<file path="src/rtl/cordic_vectoring.sv">
// Iterative CORDIC in vectoring mode: converts a Q2.29 (x, y) pair into a
// Q2.29 angle atan2(y, x) and a gain-compensated Q2.29 magnitude.
// One micro-rotation per clock; the datapath runs in Q5.29 to absorb the CORDIC gain.
module cordic_vectoring #(
  parameter int unsigned N_ITER = 32
) (
  input  logic               clk,
  input  logic               rst,
  input  logic signed [31:0] x_in,
  input  logic signed [31:0] y_in,
  input  logic               input_valid,
  output logic               ready,
  output logic signed [31:0] angle_out,
  output logic signed [31:0] magnitude,
  output logic               output_valid
);

  // round(atan(2^-i) * 2^29)
  localparam logic [31:0] AtanTable [32] = '{
    32'd421657428, 32'd248918915, 32'd131521918, 32'd66762579,
    32'd33510843,  32'd16771758,  32'd8387925,   32'd4194219,
    32'd2097141,   32'd1048575,   32'd524288,    32'd262144,
    32'd131072,    32'd65536,     32'd32768,     32'd16384,
    32'd8192,      32'd4096,      32'd2048,      32'd1024,
    32'd512,       32'd256,       32'd128,       32'd64,
    32'd32,        32'd16,        32'd8,         32'd4,
    32'd2,         32'd1,         32'd0,         32'd0
  };

  localparam logic signed [34:0] HalfPi  = 35'sd843314857;
  localparam logic signed [34:0] PiQ     = 35'sd1686629713;
  localparam logic signed [31:0] PiOut   = 32'sd1686629713;
  // round(0.6072529350088813 * 2^31), inverse CORDIC gain
  localparam logic signed [66:0] InvGain = 67'sd1304065748;

  typedef enum logic [1:0] {StIdle, StPre, StIter, StScale} state_e;

  state_e             state_q, state_d;
  logic [4:0]         iter_q, iter_d;
  logic signed [34:0] x_q, x_d, y_q, y_d, z_q, z_d;
  logic               zero_q, zero_d;
  logic signed [31:0] angle_q, angle_d, mag_q, mag_d;
  logic               valid_q, valid_d;

  logic               last_iter;
  logic signed [34:0] x_sh, y_sh, atan_i;
  logic signed [66:0] x_ext, prod;
  logic signed [35:0] prod_sh;
  logic signed [31:0] mag_sat;

  assign last_iter = (iter_q == 5'(N_ITER - 1));

  // State register
  always_ff @(posedge clk or negedge rst) begin
    if (!rst) state_q <= StIdle;
    else      state_q <= state_d;
  end

  // Next-state logic
  always_comb begin
    state_d = state_q;
    unique case (state_q)
      StIdle:  if (input_valid) state_d = StPre;
      StPre:   state_d = StIter;
      StIter:  if (last_iter) state_d = StScale;
      StScale: state_d = StIdle;
      default: state_d = StIdle;
    endcase
  end

  // FSM outputs
  always_comb begin
    ready = (state_q == StIdle);
  end

  // Shifted operands, table lookup and gain-compensated saturated magnitude
  always_comb begin
    x_sh    = x_q >>> iter_q;
    y_sh    = y_q >>> iter_q;
    atan_i  = {3'b000, AtanTable[iter_q]};
    x_ext   = {{32{x_q[34]}}, x_q};
    prod    = x_ext * InvGain;
    prod_sh = 36'(prod >>> 31);
    if (prod_sh > 36'sd2147483647) mag_sat = 32'sh7FFF_FFFF;
    else                           mag_sat = prod_sh[31:0];
  end

  // Datapath next-state: capture, quadrant fold, micro-rotations, scaling
  always_comb begin
    x_d     = x_q;
    y_d     = y_q;
    z_d     = z_q;
    iter_d  = iter_q;
    zero_d  = zero_q;
    angle_d = angle_q;
    mag_d   = mag_q;
    valid_d = 1'b0;
    unique case (state_q)
      StIdle: begin
        if (input_valid) begin
          x_d    = {{3{x_in[31]}}, x_in};
          y_d    = {{3{y_in[31]}}, y_in};
          z_d    = '0;
          iter_d = '0;
          // (0,0) would otherwise collect the full atan sum as its angle
          zero_d = (x_in == 32'sd0) && (y_in == 32'sd0);
        end
      end
      StPre: begin
        // Fold the left half-plane into the right so the rotations converge
        if (x_q[34] && !y_q[34]) begin
          x_d = y_q;
          y_d = -x_q;
          z_d = HalfPi;
        end else if (x_q[34]) begin
          x_d = -y_q;
          y_d = x_q;
          z_d = -HalfPi;
        end
        iter_d = '0;
      end
      StIter: begin
        if (!y_q[34]) begin
          x_d = x_q + y_sh;
          y_d = y_q - x_sh;
          z_d = z_q + atan_i;
        end else begin
          x_d = x_q - y_sh;
          y_d = y_q + x_sh;
          z_d = z_q - atan_i;
        end
        iter_d = last_iter ? 5'd0 : iter_q + 5'd1;
      end
      StScale: begin
        valid_d = 1'b1;
        mag_d   = mag_sat;
        // Keep the result inside (-pi, pi] despite residual rotation error
        if (zero_q)            angle_d = '0;
        else if (z_q > PiQ)    angle_d = PiOut;
        else if (z_q <= -PiQ)  angle_d = -PiOut + 32'sd1;
        else                   angle_d = z_q[31:0];
      end
      default: ;
    endcase
  end

  // Datapath and output registers
  always_ff @(posedge clk or negedge rst) begin
    if (!rst) begin
      x_q     <= '0;
      y_q     <= '0;
      z_q     <= '0;
      iter_q  <= '0;
      zero_q  <= 1'b0;
      angle_q <= '0;
      mag_q   <= '0;
      valid_q <= 1'b0;
    end else begin
      x_q     <= x_d;
      y_q     <= y_d;
      z_q     <= z_d;
      iter_q  <= iter_d;
      zero_q  <= zero_d;
      angle_q <= angle_d;
      mag_q   <= mag_d;
      valid_q <= valid_d;
    end
  end

  assign angle_out    = angle_q;
  assign magnitude    = mag_q;
  assign output_valid = valid_q;

endmodule

</file>
<file path="config.mk">
export PLATFORM = sky130hd
export DESIGN_NAME = cordic_vectoring
export DESIGN_NICKNAME = d
export VERILOG_FILES = /design/src/rtl/cordic_vectoring.sv
export SDC_FILE = /design/constraint.sdc
export NUM_CORES = 2
export LEC_CHECK = 0
export ABC_CLOCK_PERIOD_IN_PS = 8000
export CAP_MARGIN = 20
export CORE_MARGIN = 2
export CORE_UTILIZATION = 42
export CTS_CLUSTER_SIZE = 14
export DETAILED_ROUTE_END_ITERATION = 10
export PLACE_DENSITY_LB_ADDON = 0.25
export SYNTH_ARGS = -nofsm -noshare
export SYNTH_HDL_FRONTEND = slang
export SYNTH_SLANG_ARGS = --single-unit
</file>
<file path="constraint.sdc">
create_clock -name clk -period 8 [get_ports clk]
set_clock_uncertainty 0.15 [all_clocks]
set_input_delay 1.6 -clock clk [delete_from_list [all_inputs] [get_ports clk]]
set_output_delay 1.6 -clock clk [all_outputs]
set_load 0.01 [all_outputs]
</file>
Yosys cells after proc, flatten, opt, wreduce, memory -nomap -nowiden. Memory sizes are Yosys's and may differ from the RTL's. Index checks and enable logic that the tools add are counted. W data, S select, Z words.

Input port bits: 67. Memory bits (read-only): 1024. Memories kept: 1. Bits in registers: 178. Output and inout port bits: 66. Word-level logic and storage cells: 74.

Memories: (name not given) (depth 32, width 32, rd ports 1, clocked after Yosys merged registers in 0, wr ports 0, RTL line 80) `atan_i = {3'b000, AtanTable[iter_q]};`.

Shift-type cells: 2. Reductions and logical operators: 11. Mux-type cells: 28. Magnitude comparators: 4. Eq/ne operators: 7. Multipliers: 1. Bitwise gates (word level): 1. $add $sub $neg: 9.

Operator list (number): $mux W35 (12); $pmux W35 S3 (3); $mux W32 (6); $add A35 B35 Y35 (2); $neg A35 Y35 (2); $sshr A35 B5 Y35 (2); $sub A35 B35 Y35 (2); $mul A35 B30 Y65 const B (1); $logic_not A32 Y1 (2); $gt A36 B32 Y1 const B (1); $add A35 B33 Y35 (1); $gt A35 B32 Y1 const B (1); $le A35 B32 Y1 const B (1); $sub A35 B33 Y35 (1); $pmux W5 S3 (1); $mux W5 (2); $pmux W2 S4 (1); $ge A6 B6 Y1 const B (1); $not A5 Y6 (1); $reduce_and A2 Y1 (3); $add A5 B1 Y5 const B (1); $eq A5 B5 Y1 const B (1); $eq A2 B2 Y1 const B (2); $mux W2 (2); 9 further kinds (11).

Logic depth before layout (Yosys ltp).
Depth in word-level cells: 7. Mapped depth: 31. Gate-level depth less buffers: 29.

Worst setup path before layout. Ideal clock, no wire load.

Kind: reg-to-reg. Start: register x_q[34]. End: register mag_q[22] (netlist: magnitude[22]). Stages on the path, launching flop included: 24. Arrival: 8480 ps. Path slack: -775 ps. Path through: dfrtp_1 -> clkbuf_1 -> inv_1 -> clkbuf_1 -> o21ai_0 -> fa_1 -> fa_1 -> fa_1 -> fa_1 -> inv_1 -> fa_1 -> inv_1 -> ha_1 -> a21o_1 -> a21o_1 -> a21oi_1 -> or4b_2 -> nor3_1 -> o31ai_1 -> xnor2_1 -> o211ai_1 -> o211ai_1 -> clkbuf_1 -> o211ai_1.

Cells in the longest elaborated chain, start to end: 3.

Ends and longest elaborated chain: start: declaration (RTL line 40) `logic signed [34:0] x_q, x_d, y_q, y_d, z_q, z_d;`; start signal: assignment (RTL line 150) `x_q <= '0;`; start signal: assignment (RTL line 159) `x_q <= x_d;`; $mul A35 B30 Y65 (*) (RTL line 82) `prod = x_ext * InvGain;`; $gt A36 B32 Y1 (RTL line 84) `if (prod_sh > 36'sd2147483647) mag_sat = 32'sh7FFF_FFFF;`; $mux W32 (*) (RTL line 84); end signal: assignment (RTL line 165) `mag_q <= mag_d;`; end: declaration (RTL line 42) `logic signed [31:0] angle_q, angle_d, mag_q, mag_d;`.

Every way passes the cells marked *; elsewhere a longest branch is shown, timed or not. A chain may end at the register's enable or synchronous reset.

Final worst setup path.
Start: register x_q[9]. End: register mag_q[29] (netlist: magnitude[29]).

Same word-level chain as after synthesis.

==> impl_results.md <==
- Outcome: finished, final reports clean
- Initial DRC Count: roughly 3.5k
- Post-synthesis instance total: 4923
- Slew of the pin with the lowest slew margin: around 1200 ps
- Syn_nets: 5989
- H-tree depth: 4
- Setup-failing EPs final: 0
- Placed cell area: around 50000 µm²
- Setup WS post-layout: 95.10 ps
- Post-Place Setup Slack: -738.0 ps
- Critical path's top delay family: adder cells
- Post-route cell area: 51240 µm²
- Largest area contributor in the synthesized netlist: fa_1
- Endpoints failing hold: 0
- Nature of the critical path endpoint: flop
- Starting Density: 42.29%
- Worst path slowest cell: fa_2
- Width of the die: ~320 µm
- Slew Viols, Final: 0
- GP Congestion: ~1.1
- GR Overflow Total: 0
- CP arrival: slightly above 8000 ps
- Skew-Pair Late Insertion Delay: 520 ps
- Largest net degree at the start of global routing: 80
- Average size of a mapped cell: between 8 and 9 µm²
- Io pins: ~130
- Die ar.: 105000 µm²
- Root Driver: clkbuf_16
- FF+latch count, synth: about 180
- Tcrit/Tclk final: between 90% and 100%
- HP Class: flop to flop
- Minimum clock period: between 7000 and 8000 ps
- Crit path kind: flop to flop
- Cell area after synthesis: approximately 43000 µm²
- TritonCTS Buffers: 17
- Area contributors post-synth: fa_1, ha_1, dfrtp_1
- Routed len/inst: ~24 µm
- IO Port Bufs: ~130
- Ys async rst share: 100.0%
- Fmax: 0.1265 GHz
- Hold buffers post-CTS: 0
- Total GRT Usage: about a third
- Share of the synthesized area in the top cell type: between 20% and 30%
- Largest stage delay, worst path: 630 ps
- Drt pass-1 iters: 8
- Synth unique cells: 110
- First-pass GRT wire length: 247900 µm
- DRT antenna net count: 0
- DRC viols: 0
- CTS tree: done
- Max_slew headroom: between 10% and 20%
- Max-cap violation count: 0
- Routed WL: 165700 µm
- Seq/Total Area, Yosys: between 10% and 20%
- Clock buffer depth: 2
- Most numerous cell on the critical path: fa_2
- Unrepaired setup endpoints after global routing: true
- Post-DP HPWL: ~140000 µm
- Post-synth EDFFs: 0
- Vias in the first global route: between 30k and 40k
- Nets: between 6k and 7k
- CP max FO: 6
- CP Launch Type: flop
- Antenna violations before repair: 7
- Buf/Inv on CP: 9
- CP required: between 8000 and 9000 ps
- Layout cells sized above 1: roughly a fifth
- Avg Vias per Cell: 5.776
- Rows: between 100 and 150
- Core Area: a little over 100000 µm²
- Top_reg_cell synth: dfrtp_1
- Die height: 324.1 µm
- Vias post-DR: approximately 39k
- Area growth syn-to-layout: 19.08%
- Clock sinks: about 180
- Worst-path clk slew: 90 ps
- Synth Warn #: 0
synth_stat cells (15+ instances only):
cell,count
a211oi_1,26
a21o_1,88
a21oi_1,290
a221oi_1,46
a22oi_1,18
a31oi_1,44
and2_1,28
and3_1,41
buf_2,30
buf_4,15
clkbuf_1,146
dfrtp_1,178
fa_1,535
ha_1,464
inv_1,915
mux2_2,39
mux2i_1,72
mux4_2,80
nand2_1,337
nand2b_1,28
nand3_1,61
nand4_1,28
nor2_1,286
nor2b_1,32
nor3_1,58
nor4_1,31
o211ai_1,37
o21a_1,22
o21ai_0,256
o21bai_1,17
o221ai_1,26
o22ai_1,23
o2bb2ai_1,15
o31ai_1,39
or2_2,21
or3_1,17
xnor2_1,190
xor2_1,93
metrics by stage:
stage | hold WS [ps] | instances | setup TNS (ps) | util [%]
2_1_floorplan | 356.0 | 4923 | 0 | -
3_3_place_gp | 324.4 | 6676 | -19220 | 47.87
3_5_place_dp | 326.9 | 6676 | -20160 | 47.87
4_1_cts | 350.7 | 6732 | -7.343 | 49.23
5_1_grt | 369.0 | 6767 | -2959 | 50.35
6_report | 347.6 | 6773 | 0 | 50.36
cells by family after synthesis:
group	synth area share, %
AND/OR/NAND/NOR	11.52
flip-flops	10.35
AO/OA/AOI/OAI	16.62
adder cells (fa/ha/maj)	38.38
XOR/XNOR	5.761
multiplexers	6.944
buffers and inverters	10.42
path summary, 6_finish.rpt:
check | start | to | slack [ps] | cells past startpoint
setup / recovery | x_q[9] | magnitude[29] | 100 | 26
hold / removal | angle_out[5] | angle_out[5] | 350 | 1
setup reg to reg | x_q[9] | magnitude[29] | 100 | 26
hold reg to reg | angle_out[5] | angle_out[5] | 350 | 1
max in group asynchronous | rst | x_q[8] | 5470 | 2
min in group asynchronous | rst | y_q[28] | 960 | 1
placed cells by master (no fill, tap or decap), types with 23 or more instances in the layout:
cell type and count:
a211oi_1 24, a21o_1 88, a21oi_1 279, a221oi_1 45
a31oi_1 42, and2_1 28, and3_1 40, buf_4 477
buf_6 39, clkdlybuf4s50_1 131, dfrtp_1 167, fa_1 475
fa_2 60, ha_1 393, ha_4 57, inv_1 813
inv_2 97, mux2_2 39, mux2i_1 72, mux4_2 80
nand2_1 334, nand2b_1 28, nand3_1 60, nand4_1 28
nor2_1 280, nor2b_1 32, nor3_1 56, nor4_1 31
o211ai_1 37, o21ai_0 242, o221ai_1 26, o22ai_1 23
o31ai_1 36, xnor2_1 189, xor2_1 92
registers in the layout, indices dropped and copies added, names as in the netlist:
| name | cells |
|---|---|
| y_q | 35 |
| magnitude | 32 |
| iter_q | 5 |
| output_valid | 1 |
| x_q | 35 |
| zero_q | 1 |
| state_q | 2 |
| angle_out | 32 |
| z_q | 35 |
layout make-up:
type,instances,area [µm²]
antenna,6,15.01
tap,1368,1712
multi-input combinational,3605,35310
inverter,922,3486
timing repair buffer,662,5610
fill,9662,50500
clock inverter,15,200.2
sequential,178,4478
clock buffer,17,425.4
routing by layer:
metal  track usage (%)  share of wire, %  vias up
li1                  -                 -    17564
met1             44.82                43    19461
met2             47.77                44     1797
met3             7.511               9.6      286
met4             11.04               3.8       10
met5                 0             0.032        -
worst register-to-register path, cell delays in order (launching register included):
cell and delay (ps):
dfrtp_1 400, inv_2 90, ha_4 300, clkinvlp_4 110
buf_4 150, fa_2 560, inv_2 40, fa_2 540
fa_2 490, fa_2 630, fa_1 450, fa_1 500
inv_1 60, fa_1 520, inv_1 70, ha_4 260
nand4_1 120, buf_6 150, or4_4 520, o31a_1 320
o31a_1 370, o31ai_2 210, xor2_1 130, o211ai_1 240
buf_4 180, buf_6 120, o211ai_1 90
repair_timing:
item / CTS / global route
endpoints found under the setup margin: 32 / 32
pin swaps: 74 / 145
resized for setup: 143 / 224
cloned: 1 / 0
buffers inserted: 23 / 37
Power is left out: the tool's default activity adds up to more than one toggle a clock period on the data nets, which glitch-free logic cannot reach.
